<file path="src/rtl/sram_arb_pkg.sv">
// Shared types and helpers for the two-port SRAM arbiter: FSM states,
// port indices and the byte-lane decode.
package sram_arb_pkg;

  typedef enum logic [2:0] {
    IDLE,
    SETUP,
    ACCESS,
    HOLD,
    DONE
  } state_t;

  localparam logic PORT_A = 1'b0;
  localparam logic PORT_B = 1'b1;
  localparam int   CNT_W  = 4;

  // Returns {ub_n, lb_n}; byte-address bit 20 picks the upper lane.
  function automatic logic [1:0] lane_sel(input logic addr20);
    return addr20 ? 2'b01 : 2'b10;
  endfunction

endpackage

</file>
<file path="src/rtl/sram_rr_picker.sv">
// Combinational round-robin pick between port A and port B; on contention
// the port that was not granted last wins.
module sram_rr_picker
  import sram_arb_pkg::*;
(
  input  logic a_req,
  input  logic b_req,
  input  logic last_grant,
  output logic grant_valid,
  output logic grant_idx
);

  // NOTE: every output gets a default first so no path through the block
  // leaves it unassigned, which is what keeps this combinational (no latch).
  always_comb begin
    grant_valid = a_req | b_req;
    grant_idx   = PORT_A;
    if (a_req && b_req) begin
      grant_idx = ~last_grant;
    end else if (b_req) begin
      grant_idx = PORT_B;
    end
  end

endmodule

</file>
<file path="src/rtl/sram_arbiter.sv">
// Shares one 16-bit asynchronous SRAM between two byte-wide requesters with
// round-robin grant and fixed setup / strobe / hold sequencing.
module sram_arbiter
  import sram_arb_pkg::*;
#(
  parameter int ADDR_SETUP = 1,
  parameter int READ_WAIT  = 2,
  parameter int WE_PULSE   = 2
) (
  input  logic        clk,
  input  logic        rst,
  input  logic        bus_hold,
  input  logic        a_req,
  input  logic        a_we,
  input  logic [20:0] a_addr,
  input  logic [7:0]  a_wdata,
  output logic        a_ack,
  output logic [7:0]  a_rdata,
  input  logic        b_req,
  input  logic        b_we,
  input  logic [20:0] b_addr,
  input  logic [7:0]  b_wdata,
  output logic        b_ack,
  output logic [7:0]  b_rdata,
  output logic [19:0] sram_addr,
  output logic        sram_we_n,
  output logic        sram_oe_n,
  output logic        sram_ub_n,
  output logic        sram_lb_n,
  output logic [15:0] sram_data_out,
  output logic        sram_data_oe,
  input  logic [15:0] sram_data_in
);

  localparam logic [CNT_W-1:0] SETUP_LOAD = CNT_W'(ADDR_SETUP - 1);
  localparam logic [CNT_W-1:0] READ_LOAD  = CNT_W'(READ_WAIT - 1);
  localparam logic [CNT_W-1:0] WE_LOAD    = CNT_W'(WE_PULSE - 1);

  state_t           state_q, state_d;
  logic [CNT_W-1:0] cnt_q, cnt_d;
  logic             gnt_q;
  logic             last_q;
  logic             we_q;
  logic [20:0]      addr_q;
  logic [7:0]       wdata_q;
  logic             grant_valid;
  logic             grant_idx;
  logic             grant_now;
  logic [7:0]       rd_byte;

  sram_rr_picker u_picker (
    .a_req      (a_req),
    .b_req      (b_req),
    .last_grant (last_q),
    .grant_valid(grant_valid),
    .grant_idx  (grant_idx)
  );

  assign grant_now = (state_q == IDLE) && !bus_hold && grant_valid;
  assign rd_byte   = addr_q[20] ? sram_data_in[15:8] : sram_data_in[7:0];

  always_comb begin
    state_d = state_q;
    cnt_d   = cnt_q;
    case (state_q)
      IDLE: begin
        if (grant_now) begin
          state_d = SETUP;
          cnt_d   = SETUP_LOAD;
        end
      end
      SETUP: begin
        if (cnt_q == '0) begin
          state_d = ACCESS;
          cnt_d   = we_q ? WE_LOAD : READ_LOAD;
        end else begin
          cnt_d = cnt_q - 1'b1;
        end
      end
      ACCESS: begin
        if (cnt_q == '0) begin
          state_d = we_q ? HOLD : DONE;
        end else begin
          cnt_d = cnt_q - 1'b1;
        end
      end
      HOLD:    state_d = DONE;
      DONE:    state_d = IDLE;
      default: state_d = IDLE;
    endcase
  end

  // Strobes decode from state and latched request only, so an async reset
  // drops them in the same instant it forces IDLE.
  always_comb begin
    sram_we_n    = 1'b1;
    sram_oe_n    = 1'b1;
    sram_ub_n    = 1'b1;
    sram_lb_n    = 1'b1;
    sram_data_oe = 1'b0;
    a_ack        = 1'b0;
    b_ack        = 1'b0;
    case (state_q)
      SETUP: begin
        {sram_ub_n, sram_lb_n} = lane_sel(addr_q[20]);
        sram_data_oe           = we_q;
      end
      ACCESS: begin
        {sram_ub_n, sram_lb_n} = lane_sel(addr_q[20]);
        sram_data_oe           = we_q;
        sram_we_n              = ~we_q;
        sram_oe_n              = we_q;
      end
      HOLD: begin
        {sram_ub_n, sram_lb_n} = lane_sel(addr_q[20]);
        sram_data_oe           = 1'b1;
      end
      DONE: begin
        a_ack = (gnt_q == PORT_A);
        b_ack = (gnt_q == PORT_B);
      end
      default: ;
    endcase
  end

  assign sram_addr     = addr_q[19:0];
  assign sram_data_out = {wdata_q, wdata_q};

  // NOTE: state registers use non-blocking assignments so every flop samples
  // the pre-edge values, independent of statement order.
  always_ff @(posedge clk or posedge rst) begin
    if (rst) begin
      state_q <= IDLE;
      cnt_q   <= '0;
      gnt_q   <= PORT_A;
      last_q  <= PORT_A;
      we_q    <= 1'b0;
      addr_q  <= '0;
      wdata_q <= '0;
      a_rdata <= '0;
      b_rdata <= '0;
    end else begin
      state_q <= state_d;
      cnt_q   <= cnt_d;
      if (grant_now) begin
        gnt_q   <= grant_idx;
        we_q    <= (grant_idx == PORT_B) ? b_we    : a_we;
        addr_q  <= (grant_idx == PORT_B) ? b_addr  : a_addr;
        wdata_q <= (grant_idx == PORT_B) ? b_wdata : a_wdata;
      end
      if (state_q == ACCESS && cnt_q == '0 && !we_q) begin
        if (gnt_q == PORT_B) b_rdata <= rd_byte;
        else                 a_rdata <= rd_byte;
      end
      if (state_q == DONE) last_q <= gnt_q;
    end
  end

endmodule

</file>
<file path="config.mk">
export PLATFORM = sky130hd
export DESIGN_NAME = sram_arbiter
export DESIGN_NICKNAME = d
export VERILOG_FILES = /design/src/rtl/sram_arb_pkg.sv /design/src/rtl/sram_rr_picker.sv /design/src/rtl/sram_arbiter.sv
export SDC_FILE = /design/constraint.sdc
export NUM_CORES = 1
export LEC_CHECK = 0
export BUFFER_PORTS_ARGS = -buffer_cell sky130_fd_sc_hd__clkbuf_2
export CAP_MARGIN = 20
export CORE_ASPECT_RATIO = 0.75
export CORE_MARGIN = 1.5
export CORE_UTILIZATION = 40
export DETAILED_ROUTE_END_ITERATION = 8
export HOLD_SLACK_MARGIN = 0.08
export MAX_ROUTING_LAYER = met4
export PLACE_DENSITY = 0.77
export SETUP_SLACK_MARGIN = 0.02
export SKIP_CTS_REPAIR_TIMING = 1
export SLEW_MARGIN = 25
export SYNTH_ARGS = -nofsm -noshare
export SYNTH_HDL_FRONTEND = slang
export SYNTH_SLANG_ARGS = --single-unit
</file>
<file path="constraint.sdc">
create_clock -name clk -period 2.14 [get_ports clk]
set_input_delay 0.107 -clock clk [delete_from_list [all_inputs] [get_ports clk]]
set_output_delay 0.107 -clock clk [all_outputs]
set_load 0.1 [all_outputs]
</file>
# After elaboration in Yosys (flattened, before gate mapping)
# Cells that the tools add are included.
# totals
output_inout_bits	59
register_bits	55
inputBits	81
elab_cells	61
# classes
n_reduce_logical	16
bitwise	4
add_sub_neg	1
n_eq_ne	8
n_mux	23
# op_table
op	n
$mux W21	1
$mux W8	2
$mux W3	4
$mux W4	3
$pmux W3 S4	1
$pmux W4 S3	1
$mux W1	9
$ne A2 B2 Y1 const B	4
$eq A3 B2 Y1 const B	2
$reduce_and A3 Y1	2
$logic_and A1 B1 Y1	5
$logic_not A4 Y1	1
$reduce_and A2 Y1	2
$sub A4 B1 Y4 const B	1
$eq A3 B1 Y1 const B	1
$eq A3 B3 Y1 const B	1
$logic_not A3 Y1	1
$not A1 Y1	3
$reduce_bool A3 Y1	1
$reduce_or A3 Y1	1
$logic_not A1 Y1	2
$mux W2	1
$pmux W1 S2	1
$reduce_or A2 Y1	1
$or A1 B1 Y1	1

# Logic depth before layout (Yosys ltp)
# Gate-level depths: netlist of run 1.
# depth
ltp_word	5
ltp_mapped	5

# Hierarchy
# Synthesis of run 1 repeated with hierarchy kept, for this count alone.
# unflattened
cells_unflattened	241
area_unflattened_um2	3074.2
# by_module_without_submodules
module	seq_area_each_um2	n_inst	area_per_inst_um2	cells_per_inst
sram_arbiter	1376.3	1	3060.4	239
sram_rr_picker	0.0	1	13.8	2

# Worst setup path before layout of run 1
# OpenSTA, ideal clock, no wires.
# synth_path
path_kind	reg-to-output
from	reg state_q[0]
to	out sram_data_oe
stages_incl_launch_ff	4
setup_slack_ps	-177
arrival_time_ps	2210
path_cell_list	dfrtp_1 buf_2 o21ai_0 a21oi_1
# synth_between
elab_chain_len	3
word_cells_on_any_way	5
cone_classes	eq/ne (3); mux (1); reduce/logical (1)
# synth_rtl
element	line_no	source
start, declared	sram_arbiter.sv:39	state_t state_q, state_d;
start signal, assigned	sram_arbiter.sv:143	state_q <= state_d;
$eq A3 B2 Y1 or $eq A3 B1 Y1 (tied branches)	sram_arbiter.sv:103	case (state_q)
$reduce_or A2 Y1 (no source line)	n/a	
$pmux W1 S2 *	sram_arbiter.sv:103	
end, declared	sram_arbiter.sv:31	output logic sram_data_oe,
# Mark *: on every way between the ends. The rest lies on a longest branch, timed or not.

# Worst setup path after layout of run 1
# layout_path
from	reg state_q[1]
to	out sram_oe_n
# layout_between
elab_chain_len	2
# layout_rtl
element	line_no	source
$eq A3 B2 Y1	sram_arbiter.sv:103	
$mux W1	sram_arbiter.sv:103	
end, declared	sram_arbiter.sv:27	output logic sram_oe_n,
# Every way passes these cells.

==> reports/results.ini, run 1 <==
[worst_setup_path]
worst-path-max-fanout=15
cp_slowest_cell=dfrtp_1
path_class=flop to output port
crit_arrival_ns=1.87
r2r_cells=5
cp.required_ns=2.03
slowest_delay_ns=0.65
end_kind=output port
critPathLaunchType=flop
ff2ff_setup_slack_ns=0.26
path_cells=nor3b_2, nand2b_1, clkbuf_2

[die]
dieHeight_um=78.5
dieArea_um2=8130
initial_core_util_pct=41.3
row_count=27
die_width_um=104
pin_count=140
core_um2=7360

[synthesis]
netlist_area_um2=3040
synth_top_family_by_area=multiplexers
synthMostInstantiatedCell=mux2_2
yosys_warnings=0
synth-seq-area-share_pct=45.3
avgSynthCellArea_um2=12.8
synthAdderAreaFrac_pct=0.824
synth_area_leaders=dfrtp_1 45%, mux2_2 31%, buf_4 7.7%, mux2_1 1.1%, buf_2 0.99%
yosysTopAreaCellShare_pct=45.3
netlist_instances=238
synth_cell_types=39
synth-simple-area-share_pct=8.15
ys_ff_latch=55
synth.area.mux_share_pct=31.9
synth-main-ff-cell=dfrtp_1
synth_compound_area_share_pct=4.04
synth_common_cells=83 x mux2_2, 55 x dfrtp_1, 31 x buf_4
async_flop_share_pct=100
yosys.area.top_type=dfrtp_1
synth_nets=321
synth_edf_count=0
synthXorXnorAreaFrac_pct=0.288

[finish]
fillCellCount=677
num-nets-final=436
antenna_cells=0
area_delta_synth_final_pct=25.2
layout-drive-gt1-share_pct=70.3

[status]
outcome=completed

[sta]
skew_ns=0.00579
relSlewSlack_pct=53.5
hold_viol=0
tns_ns=0
timing.final.crit_period_ns=1.97
rsz0062_at_grt=no
period_share_pct=92.2
finalSetupViolCount=0
maxSlewViolCount=0
worst_slew_pin_slew_ns=0.697
fmax_mhz=507

[clock_tree]
clock_latency_ns=0.31
cts_root_buf=clkbuf_8
cts_sinks=55
cts_buffer_depth=2
clk_pin_slew_ns=0.10
htreeDepth=2
cts_buffers=5
cts_tree=built

[routing]
first_pass_iters=4
drtAntennaViolNets=0
detail_route.iter0.violations=56
viasPerCell=4.85
wirelength_um=6440
vias=2208
drc_errors=0
wire_per_inst_um=14.1

[run]
maxCapViolCount=0

[grt]
antenna_found_initial=0
grt_util_all_layers_pct=17.1
grt_max_degree=56
grt-ovfl-total=0
grt_pass1_wl_um=11100
grt_pass1_vias=2337

[placement]
port_buffers=139
dpl.hpwl_um=4850
gp_congestion=0.857

[min_path]
hp-class=primary input to flop
min_delay_path_depth=3

logic make-up after synthesis:
logic type      after synthesis
mux                          86
fa+ha+maj                     2
buf+inv                      44
flops                        55
xor+xnor                      1
simple gates                 33
compound gates               17
metrics by stage:
stage                     cells  util (%)  instance area (um^2)  hold slack (ns)  worst slack (ns)
after floorplan             238         -                  3040            0.365             0.271
after global placement      446      49.8                  3670            0.325             0.410
after detailed placement    446      49.8                  3670            0.332             0.274
after CTS                   454      51.4                  3790          -0.0133            0.0527
after global routing        455      51.6                  3800            0.135            0.0611
final                       455      51.6                  3800            0.141             0.167
cell usage in the layout (no fill, tap or decap), drive strengths merged, types with 2 or more instances in the layout:
cell	synthesis	layout
ha	2	2
nor4	2	2
nor2	5	5
a21o	2	2
dfrtp	55	55
buf	37	8
o211ai	4	4
nand2	4	4
clkbuf	2	143
nand3b	2	2
a21oi	3	3
nand2b	3	3
inv	5	7
nor4bb	2	2
or4	3	3
mux2	86	86
nor3b	3	3
a211oi	2	2
per-layer routing:
layer	track usage, %	wire, um	part of all wire, %
met1	20.6	2790	43
met2	29.9	3280	51
met3	3.16	325	5.1
met4	4.31	41	0.64
met5	-	0	0
area by class of cell:
cell class                      count  area [um^2]  share of cell area [%]
Clock inverter                      3         50.0                    1.32
Tap cell                          101          126                    3.32
Timing Repair Buffer              147          761                    20.0
Inverter                            5         18.8                   0.494
Sequential cell                    55         1380                    36.2
Multi-Input combinational cell    139         1400                    36.9
Clock buffer                        5         68.8                    1.81
critical path, delay by kind of cell, from the launching register on:
kind          cells  cell delay [ns]
buf+inv           1             0.39
flops             1             0.65
simple gates      2             0.53
state kept, by name, summed over array words and instances (netlist names):
register  cells
addr_q       21
a_rdata       8
b_rdata       8
wdata_q       8
cnt_q         4
state_q       3
gnt_q         1
last_q        1
we_q          1
path summary, 6_finish.rpt:
check / endpoint / startpoint
worst max-delay path: sram_oe_n / state_q[1]$_DFFE_PP0P_
worst min-delay path: addr_q[14]$_DFFE_PP0P_ / b_addr[14]
worst max register to register: b_rdata[4]$_DFFE_PP0P_ / cnt_q[0]$_DFFE_PP0P_
worst min register to register: addr_q[14]$_DFFE_PP0P_ / addr_q[14]$_DFFE_PP0P_
max in group asynchronous: addr_q[10]$_DFFE_PP0P_ / rst
min in group asynchronous: addr_q[6]$_DFFE_PP0P_ / rst
Power of run 1 is not shown: default switching activity piles up to over one toggle a cycle in this logic, so the estimate is an artifact.
==> run 2: changes to the inputs <==
ABC_AREA = 1   (was unset)
==> run 2 against run 1 <==
Compared with the run above: flip-flop and latch count is the same; die area shrank 2.1%; final cell count grew 22%; synthesized cell count grew 43%.
==> reports/results.ini, run 2 <==
[status]
outcome=completed

[grt]
use_met3_pct=2.79
grt_pass1_vias=2622
grtUsageMet2_pct=31.7
met1_usage_pct=24.1
grt_max_degree=36
grt-ovfl-total=0
grt_util_all_layers_pct=19.0
antenna_found_initial=0
grt.busiest_layer=met2
grt_pass1_wl_um=11700

[finish]
regArea_um2=1380
fillCellCount=652
final_cell_mix=139 x clkbuf_2, 75 x nand2_1, 55 x dfrtp_1, 38 x o21ai_0, 37 x nor2_1
layout-drive-gt1-share_pct=38.9
layout_commonest_cell=clkbuf_2
antenna_cells=0
top_register=addr_q
multi_input_area_um2=1210
num-nets-final=539
largest_reg_flops=21
area_delta_synth_final_pct=23.4

[sta]
rsz0062_at_grt=no
fmax_mhz=528
holdWs_ns=0.0575
maxSlewViolCount=0
finalSetupViolCount=0
skew_ns=0.00695
tns_ns=0
hold_viol=0
period_share_pct=88.4
timing.final.crit_period_ns=1.89
relSlewSlack_pct=61.6
worst_slew_pin_slew_ns=0.575

[die]
dieHeight_um=77.6
pin_count=140
dieArea_um2=7960
row_count=26
core_um2=6990
die_width_um=103
initial_core_util_pct=42.5

[worst_setup_path]
end_kind=output port
path_class=flop to output port
critPathLaunchType=flop
crit_arrival_ns=1.79
worst-path-max-fanout=5
cp.required_ns=2.03

[placement]
gp_congestion=0.962
port_buffers=139
dpl.hpwl_um=5430

[routing]
drtAntennaViolNets=0
wirelength_um=7380
drc_errors=0
first_pass_iters=4
detail_route.iter0.violations=113
wire_per_inst_um=13.3
viasPerCell=4.81
vias=2662

[synthesis]
yosysTopAreaCellShare_pct=46.3
yosys_warnings=0
synthMostInstantiatedCell=nand2_1
synth_nets=424
avgSynthCellArea_um2=8.71
synth-seq-area-share_pct=46.3
synth_common_cells=75 x nand2_1, 55 x dfrtp_1, 39 x o21ai_0
netlist_instances=341
yosys.area.top_type=dfrtp_1
async_flop_share_pct=100
synth_area_leaders=dfrtp_1 46%, nand2_1 9.5%, buf_4 7.1%, o21ai_0 6.6%, o21ai_2 4.7%
synth-main-ff-cell=dfrtp_1
synth_edf_count=0
ys_ff_latch=55
netlist_area_um2=2970
synth_cell_types=27

[clock_tree]
clk_pin_slew_ns=0.10
cts_sinks=55
cts_buffers=5
cts_buffer_depth=2
cts_tree=built
htreeDepth=2
clock_latency_ns=0.30
cts_root_buf=clkbuf_8

[run]
maxCapViolCount=0

[min_path]
hp-class=primary input to flop

==> run 2: changes by cell type after synthesis, moves of 4 or more <==
cell / previous run / this run
nand3_1: 0 / 6
buf_6: 0 / 7
inv_1: 5 / 14
nor2_1: 5 / 37
mux2_2: 83 / 0
nand2_4: 0 / 4
mux2i_1: 0 / 8
o21ai_2: 0 / 16
o21ai_0: 1 / 39
clkbuf_1: 2 / 7
o21ai_1: 0 / 27
buf_2: 6 / 0
nand2_1: 4 / 75
==> run 2: kinds of logic (layout without fill, tap and decap cells) <==
kind of cell / Yosys count / count (layout) / synth area share (%)
XOR/XNOR: 1 / 1 / 0.295
AO/OA/AOI/OAI: 86 / 86 / 16.9
multiplexers: 8 / 8 / 2.69
buffers and inverters: 58 / 172 / 12.9
flip-flops: 55 / 55 / 46.3
adder cells (fa/ha/maj): 2 / 2 / 0.842
AND/OR/NAND/NOR: 131 / 131 / 20.1
==> run 2: final cells by class <==
cell class              count  area share (%)
flip-flops and latches     55            37.5
multi-input cells         228            33.1
repair buffers            150            22.1
well taps                  98            3.34
clock buffers               5            1.88
inverters                  16            1.84
clock inverters             1           0.205
==> run 2: final timing paths <==
kind                       depth (start not counted)                    from  slack, ns                     end
setup / recovery                                   6  state_q[1]$_DFFE_PP0P_       0.25            sram_data_oe
hold / removal                                     3              b_wdata[7]       0.06  wdata_q[7]$_DFFE_PP0P_
setup reg to reg                                   6  state_q[2]$_DFFE_PP0P_       0.45  addr_q[13]$_DFFE_PP0P_
hold reg to reg                                    2  a_rdata[7]$_DFFE_PP0P_       0.49  a_rdata[7]$_DFFE_PP0P_
max in group asynchronous                          4                     rst       1.17  state_q[1]$_DFFE_PP0P_
min in group asynchronous                          3                     rst       0.41  b_rdata[6]$_DFFE_PP0P_
==> run 2: layer usage <==
layer	up-vias	part of all wire [%]
li1	1317	-
met1	1236	45
met2	103	49
met3	6	5.3
met4	0	0.75
met5	-	0
==> run 2: stage by stage <==
stage | worst slack (ns) | area, um^2 | instances | util [%]
after floorplan | 0.0847 | 2970 | 341 | -
after global placement | 0.589 | 3510 | 539 | 50.2
after detailed placement | 0.501 | 3510 | 539 | 50.2
after CTS | 0.249 | 3590 | 545 | 51.3
after global routing | 0.0908 | 3670 | 553 | 52.4
final | 0.248 | 3670 | 553 | 52.4
==> run 2: worst max-delay path, cell delays in order, from the launching register on <==
cell and delay, ns:
dfrtp_1 0.45, inv_1 0.16, nand3_1 0.13, nand2_1 0.14, nand2_1 0.06, o21ai_1 0.08, clkbuf_2 0.48
Power of run 2 is left out for the same reason.
